**config.mk**
```make
export PLATFORM = sky130hd
export DESIGN_NAME = iot_event_serializer
export DESIGN_NICKNAME = d
export VERILOG_FILES = /design/src/rtl/iot_event_serializer.sv
export SDC_FILE = /design/constraint.sdc
export NUM_CORES = 1
export LEC_CHECK = 0
export ABC_CLOCK_PERIOD_IN_PS = 12750
export CORE_MARGIN = 5
export CORE_UTILIZATION = 50
export CTS_BUF_LIST = sky130_fd_sc_hd__clkbuf_8
export DETAILED_ROUTE_END_ITERATION = 16
export GPL_TIMING_DRIVEN = 1
export PLACE_DENSITY = 0.7
export SKIP_LAST_GASP = 1
export SLEW_MARGIN = 20
export SYNTH_ARGS = -nofsm -noshare
export SYNTH_HDL_FRONTEND = slang
export SYNTH_SLANG_ARGS = --single-unit
```
**constraint.sdc**
```tcl
create_clock -name clk -period 12.75 [get_ports clk]
set_clock_uncertainty 0.2 [all_clocks]
set_input_delay 1.9125 -clock clk [delete_from_list [all_inputs] [get_ports clk]]
set_output_delay 1.9125 -clock clk [all_outputs]
set_load 0.05 [all_outputs]
```
**src/rtl/iot_event_serializer.sv**
```systemverilog
// Turns per-device online/offline transitions into a stream of single-cycle
// change/on_off events, one per clock, picked round-robin across devices.
module iot_event_serializer #(
   parameter int N_DEV = 8,
   parameter int ID_W  = 3
) (
   input  logic             clk,
   input  logic             rst_n,
   input  logic [N_DEV-1:0] dev_active,
   output logic             change,
   output logic             on_off,
   output logic [ID_W-1:0]  dev_id,
   output logic             pend_any
);

   logic [N_DEV-1:0] prev_q;
   logic [N_DEV-1:0] pend_v;
   logic [N_DEV-1:0] pend_dir;
   logic [N_DEV-1:0] rise;
   logic [N_DEV-1:0] fall;
   logic [N_DEV-1:0] pend_v_n;
   logic [N_DEV-1:0] pend_dir_n;
   logic [ID_W-1:0]  ptr;
   logic [ID_W-1:0]  idx;
   logic             gnt_v;
   logic [ID_W-1:0]  gnt_id;

   assign rise = dev_active & ~prev_q;
   assign fall = ~dev_active & prev_q;

   // Scan farthest-first so the device nearest after the pointer wins last.
   always_comb begin
      gnt_v  = 1'b0;
      gnt_id = '0;
      idx    = '0;
      for (int k = N_DEV; k >= 1; k--) begin
         idx = ID_W'((int'(ptr) + k) % N_DEV);
         if (pend_v[idx]) begin
            gnt_v  = 1'b1;
            gnt_id = idx;
         end
      end
   end

   // Clearing the granted slot first lets a same-cycle edge on it be stored fresh,
   // while an edge against a still-pending event cancels it.
   always_comb begin
      pend_v_n   = pend_v;
      pend_dir_n = pend_dir;
      if (gnt_v) begin
         pend_v_n[gnt_id] = 1'b0;
      end
      for (int i = 0; i < N_DEV; i++) begin
         if (rise[i] | fall[i]) begin
            if (pend_v_n[i]) begin
               pend_v_n[i] = 1'b0;
            end else begin
               pend_v_n[i]   = 1'b1;
               pend_dir_n[i] = rise[i];
            end
         end
      end
   end

   always_ff @(posedge clk or negedge rst_n) begin
      if (!rst_n) begin
         prev_q   <= '0;
         pend_v   <= '0;
         pend_dir <= '0;
         ptr      <= ID_W'(N_DEV - 1);
         change   <= 1'b0;
         on_off   <= 1'b0;
         dev_id   <= '0;
         pend_any <= 1'b0;
      end else begin
         prev_q   <= dev_active;
         pend_v   <= pend_v_n;
         pend_dir <= pend_dir_n;
         pend_any <= |pend_v_n;
         change   <= gnt_v;
         on_off   <= gnt_v & pend_dir[gnt_id];
         dev_id   <= gnt_v ? gnt_id : '0;
         if (gnt_v) begin
            ptr <= gnt_id;
         end
      end
   end

endmodule

```
# ---- Yosys cells after proc, flatten, opt, wreduce, memory -nomap -nowiden
# Cells that the tools add are included.
dict set report word_totals {
  ff_bits 33
  word_cells 120
}
dict set report classes {
  addsub 8
  n_lt_le_gt_ge 10
  muxes 54
  bitwise 23
  n_reduce_logical 10
}
# op n
set op_table {}
lappend op_table {{3-bit by 4-bit less-than comparator with 1-bit output, second input constant} 9}
lappend op_table {{1-bit two-way mux} 34}
lappend op_table {{1-bit binary-select mux with 3-bit select} 9}
lappend op_table {{3-bit two-way mux} 9}
lappend op_table {{8-bit AND} 3}
lappend op_table {{8-bit NOT} 3}
lappend op_table {{2-bit AND reduction} 8}
lappend op_table {{3-bit adder, second input constant} 4}
lappend op_table {{8-bit two-way mux} 1}
lappend op_table {{1-bit NOT} 8}
lappend op_table {{1-bit OR} 8}
lappend op_table {{8-bit OR reduction} 1}
lappend op_table {{3-bit by 1-bit adder with 3-bit output, second input constant} 2}
lappend op_table {{3-bit by 2-bit adder with 3-bit output, second input constant} 2}
lappend op_table {{1-bit demux with 3-bit select} 1}
lappend op_table {{3-bit by 1-bit greater-or-equal comparator with 1-bit output, second input constant} 1}
lappend op_table {{1-bit AND} 1}
lappend op_table {{1-bit logical AND} 1}

# ---- Longest topological paths before layout
# Gate-level depths: netlist of run 1.
dict set report depth {
  word_depth 21
  ltp_mapped 16
}

# ---- Worst setup path before layout of run 1
# Ideal clock, no wire load.
dict set report synth_path {
  path_kind {register to register}
  startpoint {register ptr[1]}
  endpoint {register pend_any}
  setup_ps 139
  arrival_ps 3911
  slack_ps 8500
  path_stages_with_launch 16
  path_cell_list {dfstp_2 buf_2 clkinv_1 ha_1 buf_6 mux4_2 mux2_4 o21bai_1 a211oi_1 o32ai_4 nor2_1 inv_1 o21ai_0 ha_1 nand4_1 or4_1}
}
dict set report synth_between {
  elab_chain_len 21
  word_cells_on_any_way 65
  cone_classes {8 x add/sub; 2 x order compare; 51 x mux; 2 x bitwise; 2 x reduce/logical}
}
# item line
set synth_lines {}
lappend synth_lines {{start: declaration} 23} ;# logic [ID_W-1:0] ptr;
lappend synth_lines {{start signal: assignment} 70} ;# ptr <= ID_W'(N_DEV - 1);
lappend synth_lines {{start signal: assignment} 84} ;# ptr <= gnt_id;
lappend synth_lines {{3-bit by 1-bit adder with 3-bit output} 37} ;# idx = ID_W'((int'(ptr) + k) % N_DEV);
lappend synth_lines {{1-bit binary-select mux with 3-bit select} 38} ;# if (pend_v[idx]) begin
lappend synth_lines {{1-bit two-way mux (implied by the code)} 38}
lappend synth_lines {{3-bit two-way mux (8 in series)} 38}
lappend synth_lines {{3-bit by 4-bit less-than comparator with 1-bit output (implied by the code) / 3-bit by 1-bit greater-or-equal comparator with 1-bit output (equally long branches)} 51} ;# pend_v_n[gnt_id] = 1'b0;
lappend synth_lines {{1-bit logical AND (implied by the code)} 51}
lappend synth_lines {{1-bit two-way mux (implied by the code)} 51}
lappend synth_lines {{1-bit demux with 3-bit select} 51}
lappend synth_lines {{8-bit NOT (no source line)} --}
lappend synth_lines {{8-bit AND (no source line)} --}
lappend synth_lines {{8-bit two-way mux *} 50} ;# if (gnt_v) begin
lappend synth_lines {{1-bit two-way mux} 55} ;# if (pend_v_n[i]) begin
lappend synth_lines {{1-bit two-way mux} 54} ;# if (rise[i] | fall[i]) begin
lappend synth_lines {{8-bit OR reduction *} 79} ;# pend_any <= |pend_v_n;
lappend synth_lines {{end signal: assignment} 79}
lappend synth_lines {{end: declaration} 13} ;# output logic pend_any
# Mark *: on every way between the ends. The rest lies on a longest branch, timed or not. The select of a mux whose other input is x is not followed.
# A chain may end at the register's enable or synchronous reset.

# ---- Worst setup path after layout of run 1
dict set report layout_path {
  startpoint {register ptr[0]}
  endpoint {register pend_any}
}
# Same word-level chain as after synthesis.

==> reports/qor.yml, run 1 <==
run_status:
  status: "complete, no violations"
synthesis:
  yosysMostFrequentCell: "inv_1"
  ys_warn_count: 0
  synth_edf_count: 0
  netlist_top_cells_area: "dfrtp_1 (33%), ha_1 (10%), mux4_2 (8.0%)"
  synth_top_flop_cell: "dfrtp_1"
  ys_seq_area_share_pct: 36.83
  synthTopCellsByCount: "inv_1 (34), dfrtp_1 (30), ha_1 (18)"
  synth_area_mm2: 0.002252
  synth_area_leader_cell: "dfrtp_1"
  synthCells: 200
  yosysUniqueCellTypes: 45
  synthArstFlopShare_pct: 100.0
  synth.top_cell.area_share_pct: 33.33
  synth_nets: 228
  syn-mean-instance-area_um2: 11.26
  synth_seq_cells: 33
drt:
  viasPerCell: 5.900
  antenna_left: 0
  dr_total_vias: 1593
  dr.pass1.iters: 4
  initialDrtViolationCount: 256
  avgRoutedWirePerCell_um: 15.86
  wl_um: 4281
  drcViolationCount: 0
sta:
  min_period_over_period_pct: 38.43
  fin_tns_setup_ns: 0
  whs_ns: 0.3080
  slew_headroom_pct: 48.09
  setup_viol: 0
  fmax_mhz: 204.1
  layout_min_cycle_time_ns: 4.900
  final_hold_viol_count: 0
  drv_slew: 0
  rsz0062_at_grt: "no"
  worst_pin_slew_ns: 0.7773
layout:
  drive_gt1_share_pct: 18.81
  diodes: 0
  nets: 245
  syn2layout_area_growth_pct: 11.44
global_routing:
  grt_pass1_wl_um: 7686
  grt_max_degree: 34
  grt.total_usage_pct: 15.82
  grt_antenna_before_repair: 0
  grt_pass1_vias: 1579
  overflow: 0
job:
  cap_violations: 0
setup_path:
  cp-start-kind: "flop"
  end_kind: "flop"
  crit_buf_inv: 2
  cp_max_fo: 21
  worstPathCellList: "inv_1, ha_1, mux4_2, mux2_4, o21bai_1, a211oi_1, o32ai_4, nor2_1, inv_1, o21ai_0, ha_1, nand4_1, or4_1"
  critical_path_arrival_ns: 4.85
  cpPeakStageDelay_ns: 0.89
  crit_type: "flop to flop"
  cp_slowest_cell: "dfstp_2"
  required_ns: 12.70
  critPathTopFamily: "compound AO/OA/AOI/OAI gates"
die:
  die_w_um: 77.12
  row_count: 24
  dieArea_mm2: 0.005947
  num_io_pins: 16
  die_y_um: 77.12
  start_util_pct: 51.72
  core_mm2: 0.004354
clock_tree:
  cts_resized: 0
  cts_hold_buf: 0
  tritoncts: "yes"
  cts_root_buffer: "clkbuf_8"
  clockBufferDepth: 2
  clkTransAtPathRegs_ns: 0.07
  cts.sinks: 33
  insertion_delay_ns: 0.27
  h-tree-depth: 2
  cts_setup_buffers: 0
  cts_made_buffers: 5
placement:
  port_buffers: 15
  gp_congestion: 0.9027
  dp_hpwl_um: 3225
min_path:
  worst_hold_path_type: "flop to flop"
[metal layers]
metal  routed length [um]  up-vias  track usage [%]
li1                     -      759                -
met1                 1898      773            22.30
met2                 2050       55            24.28
met3                  286        6            3.279
met4                   45        0            5.155
met5                    0        -                0
[cells in the final DEF, fill, tap and decap left out, drive strengths merged, types with 2 or more instances in the layout]
cell | Yosys | layout
or4 | 2 | 2
a21oi | 4 | 4
o31ai | 3 | 3
clkbuf | 1 | 5
a22oi | 2 | 2
dfrtp | 30 | 30
o21ai | 9 | 9
nor2 | 7 | 7
nand2 | 12 | 12
a22o | 2 | 2
a21o | 2 | 2
mux2 | 18 | 18
clkinv | 1 | 3
inv | 34 | 34
ha | 18 | 18
xor2 | 2 | 2
mux4 | 11 | 11
nand4 | 2 | 2
nand3 | 2 | 2
a211oi | 3 | 3
mux2i | 8 | 8
dfstp | 3 | 3
nand2b | 2 | 2
a221oi | 3 | 3
and2 | 2 | 2
clkdlybuf4s50 | 0 | 15
[final timing paths]
path	from	end	slack, ns	cells past startpoint
worst min register to register	pend_dir[5]$_DFFE_PN0P_	pend_dir[5]$_DFFE_PN0P_	0.31	1
worst min-delay path	pend_dir[5]$_DFFE_PN0P_	pend_dir[5]$_DFFE_PN0P_	0.31	1
worst max-delay path	ptr[0]$_DFFE_PN1N_	pend_any$_DFF_PN0_	7.85	13
worst max register to register	ptr[0]$_DFFE_PN1N_	pend_any$_DFF_PN0_	7.85	13
max in group asynchronous	rst_n	ptr[0]$_DFFE_PN1N_	10.19	2
min in group asynchronous	rst_n	prev_q[6]$_DFF_PN0_	1.83	2
[flip-flops by register name, summed over array words and instances, names as in the netlist]
register and cells:
on_off 1, ptr 3, pend_dir 8, change 1, prev_q 8, pend_v 8
dev_id 3, pend_any 1
[cells by family (layout without fill, tap and decap cells)]
group / after synthesis / in the layout / share of synthesized area, %
buffers and inverters: 41 / 59 / 8.110
AO/OA/AOI/OAI: 37 / 37 / 13.17
multiplexers: 37 / 37 / 24.22
flip-flops: 33 / 33 / 36.83
AND/OR/NAND/NOR: 31 / 31 / 6.500
adder cells (fa/ha/maj): 18 / 18 / 10.00
XOR/XNOR: 3 / 3 / 1.167
[layout make-up]
| type | instances | area [um2] |
|---|---|---|
| Multi-Input combinational cell | 126 | 1240 |
| Sequential cell | 33 | 829.5 |
| Fill cell | 340 | 1844 |
| Clock inverter | 3 | 17.52 |
| Clock buffer | 5 | 68.82 |
| Inverter | 35 | 131.4 |
| Tap cell | 52 | 65.06 |
| Timing Repair Buffer | 16 | 157.7 |
[stage by stage]
stage | area (um2) | std cells | worst slack (ns) | util (%)
finish | 2510 | 270 | 7.850 | 57.64
floorplan | 2252 | 200 | 8.500 | -
global route | 2510 | 270 | 7.490 | 57.64
global placement | 2424 | 262 | 7.872 | 55.66
detailed placement | 2424 | 262 | 7.847 | 55.66
CTS | 2510 | 270 | 7.832 | 57.64
[worst reg2reg max path: stages, from the launching register on]
cell      delay [ns]
dfstp_2         0.89
inv_1           0.16
ha_1            0.56
mux4_2          0.62
mux2_4          0.30
o21bai_1        0.16
a211oi_1        0.38
o32ai_4         0.21
nor2_1          0.21
inv_1           0.10
o21ai_0         0.21
ha_1            0.21
nand4_1         0.11
or4_1           0.47
Power of run 1 is left out: the tool's default activity adds up to more than one toggle a clock period on the data nets, which glitch-free logic cannot reach.
==> run 2, diff against run 1 <==
- ABC_CLOCK_PERIOD_IN_PS: 12750 -> 4500
- PLACE_DENSITY: 0.7 -> 0.72
- clock period: 12.75 -> 4.5 ns (I/O delays scaled with it)
==> reports/qor.yml, run 2 (synthesized netlist as in run 1, its figures left out) <==
run_status:
  status: "complete, no violations"  # unchanged
drt:
  dr_total_vias: 1618  # was 1593
  drcViolationCount: 0  # unchanged
  wl_um: 4546  # was 4281 um
  antenna_left: 0  # unchanged
  viasPerCell: 5.841  # was 5.900
  initialDrtViolationCount: 157  # was 256
  avgRoutedWirePerCell_um: 16.41  # was 15.86 um
  dr.pass1.iters: 7  # was 4
global_routing:
  grt.total_usage_pct: 16.24  # was 15.82%
  grt_max_degree: 34  # unchanged
  grt_pass1_vias: 1599  # was 1579
  grt_antenna_before_repair: 0  # unchanged
  overflow: 0  # unchanged
  grt_pass1_wl_um: 7693  # was 7686 um
sta:
  fmax_mhz: 236.1  # was 204.1 MHz
  layout_min_cycle_time_ns: 4.236  # was 4.900 ns
  drv_slew: 0  # unchanged
  worst_pin_slew_ns: 0.4977  # was 0.7773 ns
  rsz0062_at_grt: "no"  # unchanged
  final_hold_viol_count: 0  # unchanged
  fin_tns_setup_ns: 0  # unchanged
  slew_headroom_pct: 66.72  # was 48.09%
  setup_slack_ns: 0.2643  # was 7.850 ns
  setup_viol: 0  # unchanged
  min_period_over_period_pct: 94.13  # was 38.43%
die:
  num_io_pins: 16  # unchanged
  core_mm2: 0.004354  # unchanged
  start_util_pct: 51.72  # unchanged
  die_y_um: 77.12  # unchanged
  dieArea_mm2: 0.005947  # unchanged
  row_count: 24  # unchanged
  die_w_um: 77.12  # unchanged
clock_tree:
  clkTransAtPathRegs_ns: 0.06  # was 0.07 ns
  cts_resized: 0  # unchanged
  clockBufferDepth: 2  # unchanged
  cts_hold_buf: 0  # unchanged
  cts_setup_buffers: 0  # unchanged
  cts.sinks: 33  # unchanged
  tritoncts: "yes"  # unchanged
  insertion_delay_ns: 0.29  # was 0.27 ns
  h-tree-depth: 2  # unchanged
  cts_made_buffers: 5  # unchanged
  cts_root_buffer: "clkbuf_8"  # unchanged
setup_path:
  cp_max_fo: 8  # was 21
  critical_path_arrival_ns: 4.19  # was 4.85 ns
  crit_type: "flop to flop"  # unchanged
  cp-start-kind: "flop"  # unchanged
  end_kind: "flop"  # unchanged
  required_ns: 4.46  # was 12.70 ns
layout:
  seq_area_um2: 829.5  # unchanged
  nets: 252  # was 245
  drive_gt1_share_pct: 21.33  # was 18.81%
  syn2layout_area_growth_pct: 15.28  # was 11.44%
  final_cells: 277  # was 270
  largestRegisters: "pend_dir (8), pend_v (8), prev_q (8)"  # unchanged
  final_common_cell: "inv_1"  # unchanged
  fillers: 375  # was 340
  layout_common_cells: "inv_1 (34), dfrtp_1 (30), ha_1 (18)"  # unchanged
  diodes: 0  # unchanged
  multi_input_area_mm2: 0.001240  # unchanged
job:
  cap_violations: 0  # unchanged
placement:
  port_buffers: 15  # unchanged
  dp_hpwl_um: 3436  # was 3225 um
  post-place-ws_ns: 0.2867  # was 7.847 ns
  placedCellCount: 269  # was 262
  gp_congestion: 0.9147  # was 0.9027
min_path:
  worst_hold_path_type: "flop to flop"  # unchanged
run 2: layer usage:
metal	vias to the layer above	global-route usage, %	share of wire (%)
met5	-	0	0
met4	0	6.701	1.2
met3	5	3.630	5.6
met2	48	24.96	49
met1	793	22.09	45
li1	772	-	-
run 2: worst paths after layout:
check                                        start                 endpoint  slack, ns  cells past startpoint
min in group asynchronous                    rst_n      prev_q[7]$_DFF_PN0_       0.58                      2
hold reg to reg            pend_dir[0]$_DFFE_PN0P_  pend_dir[0]$_DFFE_PN0P_       0.30                      1
max in group asynchronous                    rst_n       ptr[1]$_DFFE_PN1N_       3.19                      2
setup / recovery                ptr[1]$_DFFE_PN1N_       pend_any$_DFF_PN0_       0.26                     13
setup reg to reg                ptr[1]$_DFFE_PN1N_       pend_any$_DFF_PN0_       0.26                     13
hold / removal             pend_dir[0]$_DFFE_PN0P_  pend_dir[0]$_DFFE_PN0P_       0.30                      1
run 2: layout make-up:
class	instances	area share [%]
multi-input cells	126	47.76
flip-flops and latches	33	31.95
repair buffers	23	8.096
inverters	35	5.060
clock buffers	6	3.181
well taps	52	2.506
clock inverters	2	1.446
run 2: critical path, stage by stage, from the launching register on:
cell and delay [ns]:
dfstp_2 0.53, clkinv_1 0.07, ha_1 0.36, mux4_2 0.58, mux2_4 0.31, o21bai_1 0.18, a211oi_1 0.43, o32ai_4 0.22
nor2_1 0.20, inv_1 0.08, o21ai_0 0.20, ha_1 0.19, nand4_1 0.10, or4_1 0.47
run 2: metrics by stage:
stage | instance area (um2) | utilization (%) | hold WS [ns]
after detailed placement | 2476 | 56.87 | 0.2948
after CTS | 2596 | 59.63 | 0.3101
after global placement | 2476 | 56.87 | 0.2962
final | 2596 | 59.63 | 0.3048
after floorplan | 2252 | - | 0.1794
after global routing | 2596 | 59.63 | 0.3335
Power of run 2 is left out for the same reason.
==> run 3, diff against run 2 <==
- ABC_AREA: not set -> 1
- CAP_MARGIN: not set -> 20
- PLACE_DENSITY: 0.72 -> 0.73
==> reports/qor.yml, run 3 <==
run_status:
  status: "complete, no violations"  # unchanged
synthesis:
  synthArstFlopShare_pct: 100.0  # unchanged
  synth.top_cell.area_share_pct: 35.78  # was 33.33%
  synth_edf_count: 0  # unchanged
  synth_nets: 288  # was 228
  synth_top_flop_cell: "dfrtp_1"  # unchanged
  synth_seq_cells: 33  # unchanged
  ys_warn_count: 0  # unchanged
  netlist_top_cells_area: "dfrtp_1 (36%), nand2_1 (11%), ha_1 (11%)"  # was dfrtp_1 (33%), ha_1 (10%), mux4_2 (8.0%)
  synthCells: 260  # was 200
  yosysMostFrequentCell: "nand2_1"  # was inv_1
  ys_seq_area_share_pct: 39.53  # was 36.83%
  synthTopCellsByCount: "nand2_1 (62), inv_1 (45), nand3_1 (37)"  # was inv_1 (34), dfrtp_1 (30), ha_1 (18)
  synth_area_leader_cell: "dfrtp_1"  # unchanged
  yosysUniqueCellTypes: 25  # was 45
  syn-mean-instance-area_um2: 8.070  # was 11.26 um2
  synth_area_mm2: 0.002098  # was 0.002252 mm2
global_routing:
  grt.total_usage_pct: 17.89  # was 16.24%
  grt_antenna_before_repair: 0  # unchanged
  overflow: 0  # unchanged
  grt_pass1_wl_um: 7507  # was 7693 um
  grt_max_degree: 34  # unchanged
  grt_pass1_vias: 1649  # was 1599
layout:
  drive_gt1_share_pct: 15.00  # was 21.33%
  syn2layout_area_growth_pct: 12.82  # was 15.28%
  final_common_cell: "nand2_1"  # was inv_1
  largestRegisters: "pend_dir (8), pend_v (8), prev_q (8)"  # unchanged
  diodes: 0  # unchanged
  layout_common_cells: "nand2_1 (62), inv_1 (47), nand3_1 (37)"  # was inv_1 (34), dfrtp_1 (30), ha_1 (18)
  nets: 307  # was 252
job:
  cap_violations: 0  # unchanged
sta:
  fin_tns_setup_ns: 0  # unchanged
  drv_slew: 0  # unchanged
  slew_headroom_pct: 66.67  # was 66.72%
  final_hold_viol_count: 0  # unchanged
  min_period_over_period_pct: 79.58  # was 94.13%
  fmax_mhz: 279.2  # was 236.1 MHz
  worst_pin_slew_ns: 0.4984  # was 0.4977 ns
  setup_viol: 0  # unchanged
  rsz0062_at_grt: "no"  # unchanged
  layout_min_cycle_time_ns: 3.581  # was 4.236 ns
die:
  dieArea_mm2: 0.005592  # was 0.005947 mm2
  die_y_um: 74.78  # was 77.12 um
  num_io_pins: 16  # unchanged
  row_count: 23  # was 24
  core_mm2: 0.004029  # was 0.004354 mm2
  die_w_um: 74.78  # was 77.12 um
  start_util_pct: 52.08  # was 51.72%
placement:
  port_buffers: 15  # unchanged
  gp_congestion: 0.9537  # was 0.9147
  dp_hpwl_um: 3499  # was 3436 um
clock_tree:
  clkTransAtPathRegs_ns: 0.07  # was 0.06 ns
  insertion_delay_ns: 0.28  # was 0.29 ns
  cts_resized: 0  # unchanged
  tritoncts: "yes"  # unchanged
  cts_made_buffers: 5  # unchanged
  cts_hold_buf: 0  # unchanged
  clockBufferDepth: 2  # unchanged
  cts_setup_buffers: 0  # unchanged
  cts_root_buffer: "clkbuf_8"  # unchanged
  h-tree-depth: 2  # unchanged
  cts.sinks: 33  # unchanged
drt:
  drcViolationCount: 0  # unchanged
  dr_total_vias: 1740  # was 1618
  antenna_left: 0  # unchanged
  initialDrtViolationCount: 168  # was 157
  avgRoutedWirePerCell_um: 13.31  # was 16.41 um
  viasPerCell: 5.273  # was 5.841
  wl_um: 4392  # was 4546 um
  dr.pass1.iters: 5  # was 7
setup_path:
  end_kind: "flop"  # unchanged
  crit_type: "flop to flop"  # unchanged
  cp_max_fo: 11  # was 8
  cp-start-kind: "flop"  # unchanged
  required_ns: 4.46  # about the same
  critical_path_arrival_ns: 3.55  # was 4.19 ns
min_path:
  worst_hold_path_type: "flop to flop"  # unchanged
==> run 3: changes by cell type after synthesis, sizes merged, moves of 5 or more <==
cell / delta
nand2: +62
o21ai: +5
mux2i: -8
a21oi: +5
nand3: +43
inv: +15
mux2: -14
mux4: -11
==> run 3: final timing paths <==
kind                                            to  depth (start not counted)  slack (ns)               startpoint
hold / removal             pend_dir[2]$_DFFE_PN0P_                          1        0.31  pend_dir[2]$_DFFE_PN0P_
min in group asynchronous         change$_DFF_PN0_                          2        0.58                    rst_n
hold reg to reg            pend_dir[2]$_DFFE_PN0P_                          1        0.31  pend_dir[2]$_DFFE_PN0P_
setup reg to reg                pend_any$_DFF_PN0_                         20        0.92       ptr[0]$_DFFE_PN1N_
max in group asynchronous       ptr[2]$_DFFE_PN1N_                          2        3.19                    rst_n
setup / recovery                pend_any$_DFF_PN0_                         20        0.92       ptr[0]$_DFFE_PN1N_
==> run 3: kinds of logic after synthesis <==
family | Yosys count | synth area share, %
adders and majority gates | 18 | 10.73
DFF | 33 | 39.54
muxes | 4 | 2.147
xor gates and xnor gates | 1 | 0.4175
AOI/OAI and AO/OA | 25 | 6.500
and+or+nand+nor | 126 | 29.82
buffers and inverters | 53 | 10.85
==> run 3: through the flow <==
| stage | cells | hold slack [ns] | setup slack [ns] | instance area (um2) | util [%] |
|---|---|---|---|---|---|
| floorplan | 260 | 0.1794 | 1.330 | 2098 | - |
| global placement | 322 | 0.2971 | 1.067 | 2277 | 56.52 |
| detailed placement | 322 | 0.3020 | 0.9217 | 2277 | 56.52 |
| CTS | 330 | 0.3158 | 0.9305 | 2367 | 58.76 |
| global route | 330 | 0.3265 | 0.5137 | 2367 | 58.76 |
| finish | 330 | 0.3118 | 0.9187 | 2367 | 58.76 |
==> run 3: area by class of cell <==
| type | instances | area (um2) |
|---|---|---|
| timing repair buffer | 16 | 157.7 |
| tap | 50 | 62.56 |
| clock buffer | 6 | 82.58 |
| fill | 355 | 1662 |
| clock inverter | 2 | 7.507 |
| inverter | 49 | 186.4 |
| multi-input combinational | 174 | 1041 |
| sequential | 33 | 829.5 |
==> run 3: per-layer routing <==
| metal | track usage [%] | up-vias | share of wire, % |
|---|---|---|---|
| met4 | 7.905 | 0 | 2.9 |
| met5 | 0 | - | 0 |
| li1 | - | 871 | - |
| met3 | 3.738 | 17 | 6.1 |
| met1 | 23.42 | 786 | 44 |
| met2 | 28.68 | 66 | 47 |
==> run 3: worst max-delay path, stage by stage (launching register included) <==
cell and delay, ns:
dfstp_2 0.65, inv_4 0.11, ha_1 0.43, inv_1 0.15, nand3_1 0.18, nand3_2 0.10, nand2_1 0.08, nand3_1 0.06
nand3_1 0.07, nand3_1 0.08, nand2_1 0.06, nand2_1 0.04, nand2_1 0.06, nand2_1 0.16, a21oi_1 0.22, inv_1 0.09
o21ai_1 0.13, ha_1 0.15, inv_1 0.05, nor4_1 0.30, nand2_1 0.07
Power of run 3 is left out for the same reason.
